$ cat src/rtl/id_ex_stage_reg.sv
// ----------------------------------------------------------------------------
// id_ex_stage_reg
//
// ID/EX pipeline register. It captures the decoded operands and control of
// the ID instruction on every rising edge and presents them to EX. It also:
//   - detects load-use hazards against the load currently in EX and requests
//     a stall, inserting one bubble into EX;
//   - bypasses same-cycle WB writes into the captured operands (regfile
//     write-through), never for x0;
//   - squashes the ID instruction on flush, and freezes on a memory hold.
//
// Edge priority: flush > hold > load-use hazard > normal load.
//
// Optional feature (macro IDEX_PERF_CNT_EN):
//   defined   -> o_stall_cnt / o_flush_cnt count hazard and flush bubbles
//                (wrapping 32-bit counters, cleared on reset).
//   undefined -> both ports are tied to 0 and no counter flops are built.
//
// Ports:
//   i_clk, i_rst                 clock (rising edge), async active-high reset
//   i_id_*                       decoded ID-stage instruction fields
//   i_wb_rd/reg_write/data       same-cycle regfile write from WB
//   i_flush                      squash the ID instruction (EX redirect)
//   i_hold                       freeze this register (memory stall)
//   o_stall                      load-use stall request (combinational)
//   o_ex_*                       registered copies presented to EX
//   o_stall_cnt, o_flush_cnt     bubble counters (see macro above)
// ----------------------------------------------------------------------------
module id_ex_stage_reg #(
    parameter int XLEN     = 32,
    parameter int ALU_OP_W = 4
) (
    input  logic                i_clk,
    input  logic                i_rst,
    input  logic                i_id_valid,
    input  logic [XLEN-1:0]     i_id_pc,
    input  logic [4:0]          i_id_rs1,
    input  logic [4:0]          i_id_rs2,
    input  logic                i_id_uses_rs1,
    input  logic                i_id_uses_rs2,
    input  logic [4:0]          i_id_rd,
    input  logic [XLEN-1:0]     i_id_rs1_data,
    input  logic [XLEN-1:0]     i_id_rs2_data,
    input  logic [XLEN-1:0]     i_id_imm,
    input  logic [ALU_OP_W-1:0] i_id_alu_op,
    input  logic                i_id_reg_write,
    input  logic                i_id_mem_read,
    input  logic                i_id_mem_write,
    input  logic [4:0]          i_wb_rd,
    input  logic                i_wb_reg_write,
    input  logic [XLEN-1:0]     i_wb_data,
    input  logic                i_flush,
    input  logic                i_hold,
    output logic                o_stall,
    output logic                o_ex_valid,
    output logic [XLEN-1:0]     o_ex_pc,
    output logic [4:0]          o_ex_rs1,
    output logic [4:0]          o_ex_rs2,
    output logic [4:0]          o_ex_rd,
    output logic [XLEN-1:0]     o_ex_rs1_data,
    output logic [XLEN-1:0]     o_ex_rs2_data,
    output logic [XLEN-1:0]     o_ex_imm,
    output logic [ALU_OP_W-1:0] o_ex_alu_op,
    output logic                o_ex_reg_write,
    output logic                o_ex_mem_read,
    output logic                o_ex_mem_write,
    output logic [31:0]         o_stall_cnt,
    output logic [31:0]         o_flush_cnt
);

    logic            hazard;
    logic            take_bubble_hazard;
    logic [XLEN-1:0] rs1_data_fwd;
    logic [XLEN-1:0] rs2_data_fwd;

    // A load in EX whose result an ID source actually needs cannot be
    // forwarded in time; x0 loads never create a dependency.
    assign hazard = o_ex_valid & o_ex_mem_read & (o_ex_rd != 5'd0) & i_id_valid &
                    ((i_id_uses_rs1 & (i_id_rs1 == o_ex_rd)) |
                     (i_id_uses_rs2 & (i_id_rs2 == o_ex_rd)));

    // Flush and hold both override the hazard branch, so no stall is
    // requested then: a flushed op is dead, and a held pipe is frozen anyway.
    assign take_bubble_hazard = hazard & ~i_flush & ~i_hold;
    assign o_stall            = take_bubble_hazard;

    // The regfile read in ID does not yet see the value WB writes this cycle.
    assign rs1_data_fwd = (i_wb_reg_write && (i_wb_rd != 5'd0) && (i_wb_rd == i_id_rs1))
                          ? i_wb_data : i_id_rs1_data;
    assign rs2_data_fwd = (i_wb_reg_write && (i_wb_rd != 5'd0) && (i_wb_rd == i_id_rs2))
                          ? i_wb_data : i_id_rs2_data;

    always_ff @(posedge i_clk or posedge i_rst) begin
        if (i_rst) begin
            o_ex_valid     <= 1'b0;
            o_ex_pc        <= '0;
            o_ex_rs1       <= '0;
            o_ex_rs2       <= '0;
            o_ex_rd        <= '0;
            o_ex_rs1_data  <= '0;
            o_ex_rs2_data  <= '0;
            o_ex_imm       <= '0;
            o_ex_alu_op    <= '0;
            o_ex_reg_write <= 1'b0;
            o_ex_mem_read  <= 1'b0;
            o_ex_mem_write <= 1'b0;
        end else if (i_hold && !i_flush) begin
            // Freeze: every output keeps its value.
        end else if (i_flush || hazard || !i_id_valid) begin
            // Bubble: a fully zeroed slot, so EX forwarding sees nothing.
            o_ex_valid     <= 1'b0;
            o_ex_pc        <= '0;
            o_ex_rs1       <= '0;
            o_ex_rs2       <= '0;
            o_ex_rd        <= '0;
            o_ex_rs1_data  <= '0;
            o_ex_rs2_data  <= '0;
            o_ex_imm       <= '0;
            o_ex_alu_op    <= '0;
            o_ex_reg_write <= 1'b0;
            o_ex_mem_read  <= 1'b0;
            o_ex_mem_write <= 1'b0;
        end else begin
            o_ex_valid     <= 1'b1;
            o_ex_pc        <= i_id_pc;
            o_ex_rs1       <= i_id_rs1;
            o_ex_rs2       <= i_id_rs2;
            o_ex_rd        <= i_id_rd;
            o_ex_rs1_data  <= rs1_data_fwd;
            o_ex_rs2_data  <= rs2_data_fwd;
            o_ex_imm       <= i_id_imm;
            o_ex_alu_op    <= i_id_alu_op;
            o_ex_reg_write <= i_id_reg_write;
            o_ex_mem_read  <= i_id_mem_read;
            o_ex_mem_write <= i_id_mem_write;
        end
    end

`ifdef IDEX_PERF_CNT_EN
    logic [31:0] stall_cnt_q;
    logic [31:0] flush_cnt_q;

    always_ff @(posedge i_clk or posedge i_rst) begin
        if (i_rst) begin
            stall_cnt_q <= '0;
            flush_cnt_q <= '0;
        end else begin
            if (i_flush) begin
                flush_cnt_q <= flush_cnt_q + 32'd1;
            end
            if (take_bubble_hazard) begin
                stall_cnt_q <= stall_cnt_q + 32'd1;
            end
        end
    end

    assign o_stall_cnt = stall_cnt_q;
    assign o_flush_cnt = flush_cnt_q;
`else
    assign o_stall_cnt = 32'd0;
    assign o_flush_cnt = 32'd0;
`endif

endmodule

$ cat config.mk
export PLATFORM = sky130hd
export DESIGN_NAME = id_ex_stage_reg
export DESIGN_NICKNAME = d
export VERILOG_FILES = /design/src/rtl/id_ex_stage_reg.sv
export SDC_FILE = /design/constraint.sdc
export NUM_CORES = 1
export LEC_CHECK = 0
export BUFFER_PORTS_ARGS = -buffer_cell sky130_fd_sc_hd__buf_2
export CAP_MARGIN = 20
export CORE_AREA = 2 2 161 163
export CTS_CLUSTER_SIZE = 25
export DETAILED_ROUTE_END_ITERATION = 10
export DIE_AREA = 0 0 163 165
export HOLD_SLACK_MARGIN = 0.03
export PLACE_DENSITY = 0.52
export SLEW_MARGIN = 20
export SYNTH_ARGS = -nofsm -noshare
export SYNTH_HDL_FRONTEND = slang
export SYNTH_SLANG_ARGS = --single-unit
$ cat constraint.sdc
create_clock -name i_clk -period 4.4 [get_ports i_clk]
set_input_delay 0.44 -clock i_clk [delete_from_list [all_inputs] [get_ports i_clk]]
set_output_delay 0.44 -clock i_clk [all_outputs]
set_load 0.01 [all_outputs]
Word level (Yosys, flattened, before mapping)
Index checks and enable logic that the tools add are counted.
- register bits: 151
- latch bits: 0
- RAM bits: 0
- ROM bits: 0
- input port bits: 195
- word-level logic and storage cells: 51
- memories kept: 0
- $add $sub $neg: 0
- $mul: 0
- divide/modulo/power cells: 0
- order comparisons: 0
- eq/ne operators: 4
- shift operators: 0
- mux-type cells: 14
- bitwise operators: 11
- reduce and logical (&&, ||, !) cells: 10
- operators by type and width (kind ; count):
    two-way mux 32 bit ; 6
    == test 5 bit ; 4
    two-way mux 5 bit ; 3
    nonzero test 5 bit ; 2
    AND 1 bit ; 8
    logical AND 1 bit ; 4
    two-way mux 1 bit ; 4
    two-way mux 4 bit ; 1
    zero test 1 bit ; 2
    logical OR 1 bit ; 2
    NOT 1 bit ; 2
    bitwise OR 1 bit ; 1

Depth between registers and ports, before layout
- word-level depth: 7
- gate-level depth with buffers: 7
- mapped depth without buffers: 5

Least setup slack after synthesis
No wires, ideal clock.
- kind: in2reg
- start point: in i_wb_rd[1]
- end point: reg o_ex_rs1_data[18]
- setup time: 132 ps
- arrival time: 1729 ps
- required time: 4268 ps
- setup slack: 2539 ps
- stages on the path: 6
- path buffers: 1
- cells stage by stage: or4_1 > o21ai_2 > nor4_4 > buf_2 > mux2i_1 > o21ai_1
- word-level cells in the longest chain between the ends: 5
- RTL lines (what ; line ; source):
    start: declaration ; 49 ; input logic [4:0] i_wb_rd,
    nonzero test 5 bit ; 88 ; assign rs1_data_fwd = (i_wb_reg_write && (i_wb_rd != 5'd0) && (i_wb_rd == i_id_rs1))
    logical AND 1 bit ; 88 ;
    logical AND 1 bit * ; 88 ;
    two-way mux 32 bit * ; 89 ; ? i_wb_data : i_id_rs1_data;
    two-way mux 32 bit * ; 109 ; end else if (i_flush || hazard || !i_id_valid) begin
    end signal: assignment ; 129 ; o_ex_rs1_data <= rs1_data_fwd;
    end: declaration ; 60 ; output logic [XLEN-1:0] o_ex_rs1_data,
Mark *: on every way between the ends. The rest lies on a longest branch, timed or not.
A chain may end at the register's enable or synchronous reset.

Worst setup path in the final report
- start point: reg o_ex_rd[0]
- end point: reg o_ex_imm[19]
- word-level cells in the longest chain between the ends: 7
- RTL lines (what ; line ; source):
    start: declaration ; 59 ; output logic [4:0] o_ex_rd,
    start signal: assignment ; 128 ; o_ex_rd <= i_id_rd;
    == test 5 bit, or another cell as far along ; 79 ; ((i_id_uses_rs1 & (i_id_rs1 == o_ex_rd)) |
    AND 1 bit (on tied branches) ; 79, 78, 80 ;
    bitwise OR 1 bit or AND 1 bit (tied branches) ; 79, 78 ;
    AND 1 bit * ; 78 ; assign hazard = o_ex_valid & o_ex_mem_read & (o_ex_rd != 5'd0) & i_id_valid &
    logical OR 1 bit * (2 in a row) ; 109 ;
    two-way mux 32 bit * ; 109 ;
    end signal: assignment ; 131 ; o_ex_imm <= i_id_imm;
    end: declaration ; 62 ; output logic [XLEN-1:0] o_ex_imm,
Marked as above.

==> results.ini <==
[logic_synthesis]
yosysWarnings=0
synth_xor_area_share_pct=2.594
synth_area_per_cell_um2=11.72
syn-cell-area_um2=6753
synth_cell_type_count=26
yosysSeqAreaShare_pct=55.96
synthCells=576
synthAdderAreaFrac_pct=0
muxShareOfSynthArea_pct=9.487
ys_seq_elements=151
synth-compound-area-share_pct=16.51
synth_top_family_by_area=compound AO/OA/AOI/OAI gates
synth_simple_gate_area_share_pct=5.262

[job]
maxCapViolCount=0

[worst_hold_path]
hold_class=in2reg

[global_routing]
grt_pass1_wl_um=30610
grt_max_degree=152
antenna_found_initial=0
grt_pass1_vias=5360
grtUsageTotal_pct=14.77
grt_overflow_total=0

[outcome]
status=finished, final reports clean

[die]
boundaryPins=411
die_y_um=165
core_area_um2=25040
fp.dieW_um=163
die_area_um2=26900
row_count=58
initial_utilization_pct=26.97

[detailed_routing]
drt-initial-drc-count=316
ant_nets=0
remaining_drc_errors=0
via_per_inst=4.334
routedWlPerCell_um=16.35
drt-pass1-iter-count=5
routed_wl_um=20480
num_vias=5426

[final_layout]
nets=1103
mostFrequentLayoutCell=buf_2
layout.cells.non_filler=1252
syn_to_final_growth_pct=35.28
layout_common_cells=346 x buf_2, 151 x dfrtp_1, 86 x a22o_1, 70 x nand2_1
drive_above_1_share_pct=42.45

[sta]
setup_ws_ns=1.961
min_period_ns=2.439
tightest_slew_ns=0.9822
period_share_pct=55.43
fin_setup_tns_ns=0
fmax_mhz=410.0
setup_viol=0
rsz0062_at_grt=no
skew_ns=0.009482
relSlewSlack_pct=34.38
hold_viol_final=0
report.final.slew_viol_count=0

[critical_path]
crit_path_end_kind=flip-flop
path_cells=or3_1 > o311a_1 > a21oi_4 > buf_12 > a22o_1
cp.arrival_ns=2.78
critical_path.max_fanout=67
startpoint_type=flip-flop
worstSetupPathType=reg2reg
crit_slowest_cell=a21oi_4
rrSetupSlack_ns=1.96
critPathRequiredTime_ns=4.75
slowest_delay_ns=0.57

[clocking]
clk_path_buf_depth=2
cts_buffers=17
clkTransAtPathRegs_ns=0.07
cts_tree=built
cts.sinks=151
worstSkewPairLatency_ns=0.41
cts_htree_levels=4
clockRootBuffer=clkbuf_16
postCtsSetupBuffers=0
cts_resized=0
ctsHoldBuffers=0

[placement]
pre_cts_slack_ns=1.880
dp.cells=1219
gp_congestion=0.7921
port_buffers=346
dp_hpwl_um=14950

[pwr]
powerDensity_nw_per_um2=360.7
p_leak_nw=4.796
ir_worst_vdd_mv=0.2052

-- metal layers --
| metal | wire (µm) | GRT usage [%] | up-vias |
|---|---|---|---|
| met5 | 0 | 0 | - |
| met4 | 232 | 4.545 | 0 |
| met2 | 9894 | 24.60 | 257 |
| met3 | 1657 | 4.922 | 11 |
| li1 | - | - | 2579 |
| met1 | 8692 | 18.16 | 2579 |
-- layout make-up --
class                      instances  area, µm²
clock buffer                      18      429.2
sequential                       151       3779
multi-input combinational        384       2542
fill                            2565      15900
inverter                           1      7.507
clock inverter                    14      140.1
antenna                            1      2.502
tap                              330      412.9
timing repair buffer             353       1822
-- synth_stat cells --
cell	count	share of area [%]
nor2b_1	1	0.093
o311a_1	1	0.15
nand3_1	2	0.15
a22o_1	86	11
o22ai_1	1	0.093
xnor2_1	16	2.1
buf_2	16	1.2
a21o_1	1	0.11
nand4_1	2	0.19
conb_1	1	0.056
mux2i_1	64	9.5
dfrtp_1	151	56
nand2_1	70	3.9
o21ai_1	61	4.5
inv_1	1	0.056
nor2_1	2	0.11
clkbuf_1	18	1.0
nor4_4	2	0.63
buf_4	65	7.2
or3_1	1	0.093
buf_6	4	0.67
o21ai_2	1	0.13
or4_1	1	0.11
xor2_1	4	0.52
a21oi_2	1	0.13
o21ai_0	3	0.22
-- registers in the layout, summed over array words and instances, names as in the netlist --
register        flops
o_ex_alu_op         4
o_ex_imm           32
o_ex_mem_read       1
o_ex_mem_write      1
o_ex_pc            32
o_ex_rd             5
o_ex_reg_write      1
o_ex_rs1            5
o_ex_rs1_data      32
o_ex_rs2            5
o_ex_rs2_data      32
o_ex_valid          1
-- worst max-delay path: cells and delay by family (launching register included) --
family | cells | cell delay (ns)
compound gates | 3 | 1.14
simple gates | 1 | 0.38
flops | 1 | 0.45
buf+inv | 1 | 0.36
-- logic make-up (layout without fill, tap and decap cells) --
family	after synthesis	in the layout
other	1	65
and+or+nand+nor	81	81
buffers and inverters	104	386
muxes	64	64
AOI/OAI and AO/OA	155	155
DFF	151	151
xor gates and xnor gates	20	20
-- final timing paths --
path                                                  to                          start  cells past startpoint
setup / recovery                o_ex_imm[19]$_DFFE_PP0N_         o_ex_rd[0]$_DFFE_PP0N_                      5
hold / removal                   o_ex_pc[26]$_DFFE_PP0N_                    i_id_pc[26]                      2
setup reg to reg                o_ex_imm[19]$_DFFE_PP0N_         o_ex_rd[0]$_DFFE_PP0N_                      5
hold reg to reg            o_ex_rs1_data[31]$_DFFE_PP0N_  o_ex_rs1_data[31]$_DFFE_PP0N_                      2
max in group asynchronous         o_ex_rd[0]$_DFFE_PP0N_                          i_rst                      3
min in group asynchronous  o_ex_rs1_data[27]$_DFFE_PP0N_                          i_rst                      3
-- report_power, final --
| part | leakage, nW | switching, mW | internal (mW) | total, mW |
|---|---|---|---|---|
| clock network | 0.273 | 0.634 | 0.796 | 1.43 |
| registers | 2.06 | 0.0306 | 1.44 | 1.47 |
| logic | 2.46 | 0.228 | 0.165 | 0.393 |
| total | 4.80 | 0.893 | 2.40 | 3.29 |
-- per-stage QoR --
step | power [mW] | hold slack (ns) | util, % | cell area [µm²]
floorplan | 1.736 | 0.5162 | - | 6993
global placement | 1.896 | 0.4577 | 34.20 | 8563
detailed placement | 1.897 | 0.4688 | 34.20 | 8563
CTS | 3.356 | 0.2149 | 36.48 | 9133
global route | 3.464 | 0.2079 | 36.48 | 9133
finish | 3.295 | 0.2404 | 36.49 | 9135
(Power assumes the default switching activity.)
